### config.mk
export PLATFORM = sky130hd
export DESIGN_NAME = adc_capture_sequencer
export DESIGN_NICKNAME = d
export VERILOG_FILES = /design/src/rtl/adc_capture_sequencer.sv
export SDC_FILE = /design/constraint.sdc
export NUM_CORES = 1
export LEC_CHECK = 0
export CAP_MARGIN = 20
export CORE_MARGIN = 2
export CORE_UTILIZATION = 43
export DETAILED_ROUTE_END_ITERATION = 7
export PLACE_DENSITY = 0.86
export SYNTH_ARGS = -nofsm -noshare
export SYNTH_HDL_FRONTEND = slang
export SYNTH_SLANG_ARGS = --single-unit
### constraint.sdc
create_clock -name clk -period 3.6 [get_ports clk]
set_input_delay 0.72 -clock clk [delete_from_list [all_inputs] [get_ports clk]]
set_output_delay 0.72 -clock clk [all_outputs]
set_load 0.05 [all_outputs]
### src/rtl/adc_capture_sequencer.sv
// Periodic 3-channel ADC capture into a data-memory ring buffer, sharing the write port with the CPU.
// Optional `ADC_SEQ_WRAP_IRQ_EN adds a wrapIrq pulse when the ring index wraps.
module adc_capture_sequencer #(
    parameter int unsigned PERIOD    = 1000,
    parameter logic [9:0]  BASE_ADDR = 10'd992,
    parameter int unsigned BUF_DEPTH = 32,
    localparam int unsigned IdxW     = $clog2(BUF_DEPTH)
) (
    input  logic            clk,
    input  logic            rst,
    input  logic            enable,
    input  logic            clearOverrun,
    input  logic [7:0]      ADC0,
    input  logic [7:0]      ADC1,
    input  logic [7:0]      ADC2,
    input  logic            cpuWE,
    input  logic [9:0]      cpuWriteAddr,
    input  logic [23:0]     cpuWriteData,
    output logic            memWE,
    output logic [9:0]      memWriteAddr,
    output logic [23:0]     memWriteData,
    output logic [IdxW-1:0] writeIndex,
    output logic            sampleDone,
    output logic            overrun
`ifdef ADC_SEQ_WRAP_IRQ_EN
    ,
    output logic            wrapIrq
`endif
);

    localparam int unsigned CntW = $clog2(PERIOD);

    typedef enum logic {StIdle, StPending} state_e;

    state_e          state_q, state_d;
    logic [CntW-1:0] cnt_q, cnt_d;
    logic [23:0]     word_q, word_d;
    logic [IdxW-1:0] idx_q, idx_d;
    logic            done_q, done_d;
    logic            ovr_q, ovr_d;
    logic            tick, commit, drop;
`ifdef ADC_SEQ_WRAP_IRQ_EN
    logic            wrap_q, wrap_d;
`endif

    assign tick   = enable && (cnt_q == CntW'(PERIOD - 1));
    assign commit = (state_q == StPending) && !cpuWE;
    assign drop   = (state_q == StPending) && cpuWE && tick;

    always_ff @(posedge clk) begin
        if (rst) begin
            state_q <= StIdle;
            cnt_q   <= '0;
            word_q  <= '0;
            idx_q   <= '0;
            done_q  <= 1'b0;
            ovr_q   <= 1'b0;
`ifdef ADC_SEQ_WRAP_IRQ_EN
            wrap_q  <= 1'b0;
`endif
        end else begin
            state_q <= state_d;
            cnt_q   <= cnt_d;
            word_q  <= word_d;
            idx_q   <= idx_d;
            done_q  <= done_d;
            ovr_q   <= ovr_d;
`ifdef ADC_SEQ_WRAP_IRQ_EN
            wrap_q  <= wrap_d;
`endif
        end
    end

    always_comb begin
        state_d = state_q;
        word_d  = word_q;
        idx_d   = idx_q;
        done_d  = commit;
        cnt_d   = (!enable || tick) ? '0 : cnt_q + 1'b1;
        // A drop in the same cycle as a clear leaves the flag set.
        ovr_d   = drop ? 1'b1 : (clearOverrun ? 1'b0 : ovr_q);
`ifdef ADC_SEQ_WRAP_IRQ_EN
        wrap_d  = commit && (idx_q == IdxW'(BUF_DEPTH - 1));
`endif
        unique case (state_q)
            StIdle: begin
                if (tick) begin
                    word_d  = {ADC2, ADC1, ADC0};
                    state_d = StPending;
                end
            end
            StPending: begin
                if (!cpuWE) begin
                    idx_d = (idx_q == IdxW'(BUF_DEPTH - 1)) ? '0 : idx_q + 1'b1;
                    if (tick) begin
                        word_d = {ADC2, ADC1, ADC0};
                    end else begin
                        state_d = StIdle;
                    end
                end
            end
            default: state_d = StIdle;
        endcase
    end

    // The CPU always owns the port when it writes; the sequencer fills idle slots only.
    always_comb begin
        memWE        = cpuWE;
        memWriteAddr = cpuWriteAddr;
        memWriteData = cpuWriteData;
        if (!cpuWE && (state_q == StPending)) begin
            memWE        = 1'b1;
            memWriteAddr = BASE_ADDR + 10'(idx_q);
            memWriteData = word_q;
        end
    end

    assign writeIndex = idx_q;
    assign sampleDone = done_q;
    assign overrun    = ovr_q;
`ifdef ADC_SEQ_WRAP_IRQ_EN
    assign wrapIrq    = wrap_q;
`endif

endmodule
**Word level (Yosys, flattened, before mapping)**

Index checks and enable logic that the tools add are counted.

- Multipliers: 0
- Bitwise gates (word level): 2
- Equality and inequality tests: 3
- Order comparisons: 0
- Shift operators: 0
- Reductions and logical operators: 10
- Divide/modulo/power cells: 0
- $add $sub $neg: 3
- Muxes and demuxes: 12

Operators with widths:

| cell | number |
|---|---|
| 2-to-1 mux 24 bit | 3 |
| one-hot mux 24 bit (2 select lines) | 1 |
| adder 10 x 1 -> 10 bit, second input constant | 1 |
| equality test 10 bit, second input constant | 1 |
| 2-to-1 mux 10 bit | 1 |
| adder 6 x 6 -> 7 bit, first input constant | 1 |
| adder 5 x 1 -> 5 bit, second input constant | 1 |
| equality test 5 bit, second input constant | 1 |
| 2-to-1 mux 1 bit | 5 |
| 2-to-1 mux 5 bit | 1 |
| logical AND 1 bit | 4 |
| zero test 1 bit | 2 |
| != test 2 bit, second input constant | 1 |
| inverter 1 bit | 2 |
| one-hot mux 1 bit (2 select lines) | 1 |
| AND reduction 2 bit | 1 |
| nonzero test 2 bit | 1 |
| OR reduction 2 bit | 1 |
| logical OR 1 bit | 1 |

- Bits in latches: 0
- RAM bits: 0
- Output and inout port bits: 42
- Logic and storage cells: 36
- ROM bits: 0
- Bits of input ports: 63
- Memories: 0
- Register bits after elaboration: 42

**Longest topological paths before layout**

- Depth in word-level cells: 5
- Depth in mapped cells: 7
- Depth with buffers taken out: 6

**Least setup slack after synthesis**

OpenSTA, ideal clock, no wires.

- Path type: input -> output
- Start point: input cpuWE
- End point: output memWriteData[0]
- Stages: 4
- Arrival: 1688 ps
- Data required time: 2880 ps
- Path slack: 1192 ps
- Buffers on the path: 2
- Path through: nand2b_1 -> clkbuf_1 -> buf_2 -> mux2_2

- Word-level cells in the longest chain between the ends: 3

RTL lines:

| item | line | text |
|---|---|---|
| from (decl) | 16 | `input logic cpuWE,` |
| zero test 1 bit | 111 | `if (!cpuWE && (state_q == StPending)) begin` |
| logical AND 1 bit | 111 |  |
| 2-to-1 mux 24 bit | 111 |  |
| to (decl) | 21 | `output logic [23:0] memWriteData,` |

Every way passes these cells.

**Worst setup path after layout**

- Start point: input cpuWE
- End point: output memWriteData[18]

Same word-level chain as after synthesis.

==> impl_results.md <==
- Die Area: about 5400 µm²
- Multi-input gate area: between 1000 and 1500 µm²
- Final worst path period need: approximately 3.1 ns
- TNS Setup: 0 ns
- Worst R2R Setup Slack: ~1.3 ns
- Mapped Cells: approximately 240
- Hold Crit Endpoint: cnt_q[0]$_SDFF_PP0_
- R2r worst-path depth: 5
- DRC viols: 0
- Drt via density: ~5.4
- FF/Latch Area: 841 µm²
- H-tree Lvls: 2
- Hold Crit Depth: 1
- R2R Path End: word_q[23]$_SDFFE_PP0P_
- DR pass1 iterations: 4
- Fillcell total: about 380
- Post-synthesis sequential area ratio: roughly 41%
- Top cell family by delay on the critical path: buffers and inverters
- Status: finished clean
- Clock Latency Late Sink: 0.28 ns
- Arrival time worst endpoint: 2.35 ns
- Kind of critical path: input port to output port
- HPWL after DPL: 4020 µm
- Min-delay src: cnt_q[0]$_SDFF_PP0_
- DR top layer: met4
- Slew @ Worst Pin: ~0.96 ns
- Syn_area_per_cell: about 8.8 µm²
- Die width: 73.3 µm
- CP Data Required Time: around 2.9 ns
- Fin crit share: between 80 and 90%
- Pin count of the biggest net entering global routing: 35
- Num rows: 25
- Max stage delay on crit path: 0.50 ns
- Vias in the first global route: between 1.5k and 2k
- Critical-path maximum fanout: 34
- Drt total wl: 5520 µm
- Tot GR Track Use: approximately a fifth
- CTS tree: built
- Max Cap Viol: 0
- Final hold slack: ~0.45 ns
- Ports: between 100 and 150
- Layout cells sized above 1: 22.1%
- Remaining Overflow, GRT: 0
- Syn Nets: between 300 and 400
- Antenna fix cells: 0
- DRT met1 WL: 2230 µm
- Final Slew Violations: 0
- Antenna viol nets, final: 0
- Final Power: ~0.95 mW
- Clock Path Buffers: 2
- Metal3 WL: ~500 µm
- Distinct cells, synth: 30
- Antenna violations before repair: 0
- Initial Util: ~44%
- DR WL met2: approximately 2800 µm
- RSZ-0062 raised after global routing: no
- CP endpoint kind: output port
- Area contributors post-synth: dfxtp_1, mux2_2, a21oi_1, nand3_1, o21ai_0
- Worst path slowest cell: clkdlybuf4s50_1
- Most frequent cells in the layout: clkdlybuf4s50_1, dfxtp_1, buf_4
- Ys Warns: 0
- I/O Buffers: about 100
- Num CTS Buffers: 5
- Final Instance Count excl. Fillers: 385
- Clock-pin slew on the worst setup and hold paths: 0.07 ns
- Buffer count from post-CTS setup fixing: 0
- Worst path cell trace: clkdlybuf4s50_1, nand2b_2, buf_12, mux2_2, buf_4
- Max_slew headroom: between 30% and 40%
- Biggest area consumer among synthesized cells: dfxtp_1
- DR iter-0 viols: 91
- FF+latch count, synth: between 40 and 50
- HP Class: flop to flop
- CP bufs+invs: 3
- Final hold vios: 0
- Synth top area share: between 40 and 50%
- Skew final: roughly 0.0037 ns
- Root Driver: clkbuf_8
- Fin nets: 397
- Hold_buf cts: 0
- Wire per inst: 14.3 µm
- Floorplan core area: roughly 4700 µm²
- CP startpoint kind: input port
- Gpl congestion: slightly below 0.8
- Power Dens Cells: approximately 300 nW/µm²
- Placed cells: 378
- CTS sink cnt: 42
- Most common cell after layout, fill and taps aside: clkdlybuf4s50_1
- Crit Reg-Reg Startpoint: cnt_q[0]$_SDFF_PP0_
- Max VDD drop: between 0.2 and 0.3 mV
- # setup viols final: 0
- First-pass GRT wire length: 8600 µm
- PostCTS Resize Cnt: 0
- Vias: ~2.1k
- Chip height: roughly 73 µm
- Area growth syn-to-layout: 53.7%
- FMAX: between 300 and 400 MHz
- Netlist Area Pre-Place: 2060 µm²
- Leakage power: ~1.2 nW
[flip-flops by register name (all words and copies together), names as in the netlist]
register / cells
state_q: 1
overrun: 1
sampleDone: 1
word_q: 24
writeIndex: 5
cnt_q: 10
[area by class of cell]
| type | count | share of cell area, % |
|---|---|---|
| multi-input cells | 173 | 35.5 |
| inverters | 2 | 0.237 |
| flip-flops and latches | 42 | 26.5 |
| repair buffers | 107 | 33.2 |
| clock buffers | 7 | 2.41 |
| well taps | 54 | 2.13 |
[worst max-delay path by stage]
stage,to,cells past startpoint,start,slack [ns]
4_1_cts,memWriteAddr[2],5,cpuWE,0.52
3_3_place_gp,memWriteData[8],5,cpuWE,0.56
2_1_floorplan,memWriteData[0],4,cpuWE,1.19
5_1_grt,memWriteData[8],5,cpuWE,0.45
6_report,memWriteData[18],5,cpuWE,0.53
3_5_place_dp,memWriteAddr[2],5,cpuWE,0.52
[Yosys cell counts]
cell type / instances
dfxtp_1: 42
a21oi_1: 30
mux2_2: 29
nand3_1: 26
o21ai_0: 25
nor2_1: 17
clkbuf_1: 11
nand2b_1: 7
and3_1: 5
xnor2_1: 5
buf_2: 4
nand2_1: 4
nor3_1: 4
ha_1: 3
and2_1: 2
and4_1: 2
buf_6: 2
inv_1: 2
mux2i_1: 2
nand4_1: 2
xor2_1: 2
a21o_1: 1
a22oi_1: 1
a31oi_1: 1
buf_4: 1
nor2b_1: 1
o21ai_1: 1
o41ai_1: 1
or2_2: 1
or4b_1: 1
[report_power, final]
| part | leakage (nW) | switching [mW] | total [mW] | internal [mW] |
|---|---|---|---|---|
| combinational | 0.835 | 0.106 | 0.213 | 0.107 |
| clock | 0.0383 | 0.140 | 0.273 | 0.133 |
| sequential | 0.338 | 0.000701 | 0.466 | 0.465 |
| total | 1.21 | 0.246 | 0.952 | 0.706 |
[per-stage QoR]
| step | setup WS, ns | area (µm²) | util [%] |
|---|---|---|---|
| after CTS | 0.520 | 3170 | 68.1 |
| after global routing | 0.451 | 3170 | 68.1 |
| final | 0.527 | 3170 | 68.1 |
| after floorplan | 1.19 | 2060 | - |
| after global placement | 0.557 | 3100 | 66.4 |
| after detailed placement | 0.521 | 3100 | 66.4 |
[kinds of logic (layout without fill, tap and decap cells)]
logic type	after synthesis	count (layout)	synth area share, %
xor+xnor	7	7	2.97
fa+ha+maj	3	3	1.82
simple gates	72	72	17.9
flops	42	42	40.7
mux	31	31	16.8
buf+inv	20	116	4.79
compound gates	60	60	15.0
[layer usage]
| metal | up-vias | GRT usage (%) |
|---|---|---|
| met1 | 985 | 23.6 |
| met3 | 2 | 6.86 |
| li1 | 1025 | - |
| met5 | - | 0 |
| met2 | 83 | 36.2 |
| met4 | 0 | 4.65 |
[worst reg2reg max path, delay by kind of cell (launching register included)]
kind	cells	cell delay, ns
compound gates	2	0.61
simple gates	2	1.01
fa+ha+maj	1	0.20
flops	1	0.35
No activity file was read; power rests on OpenSTA's default activity.
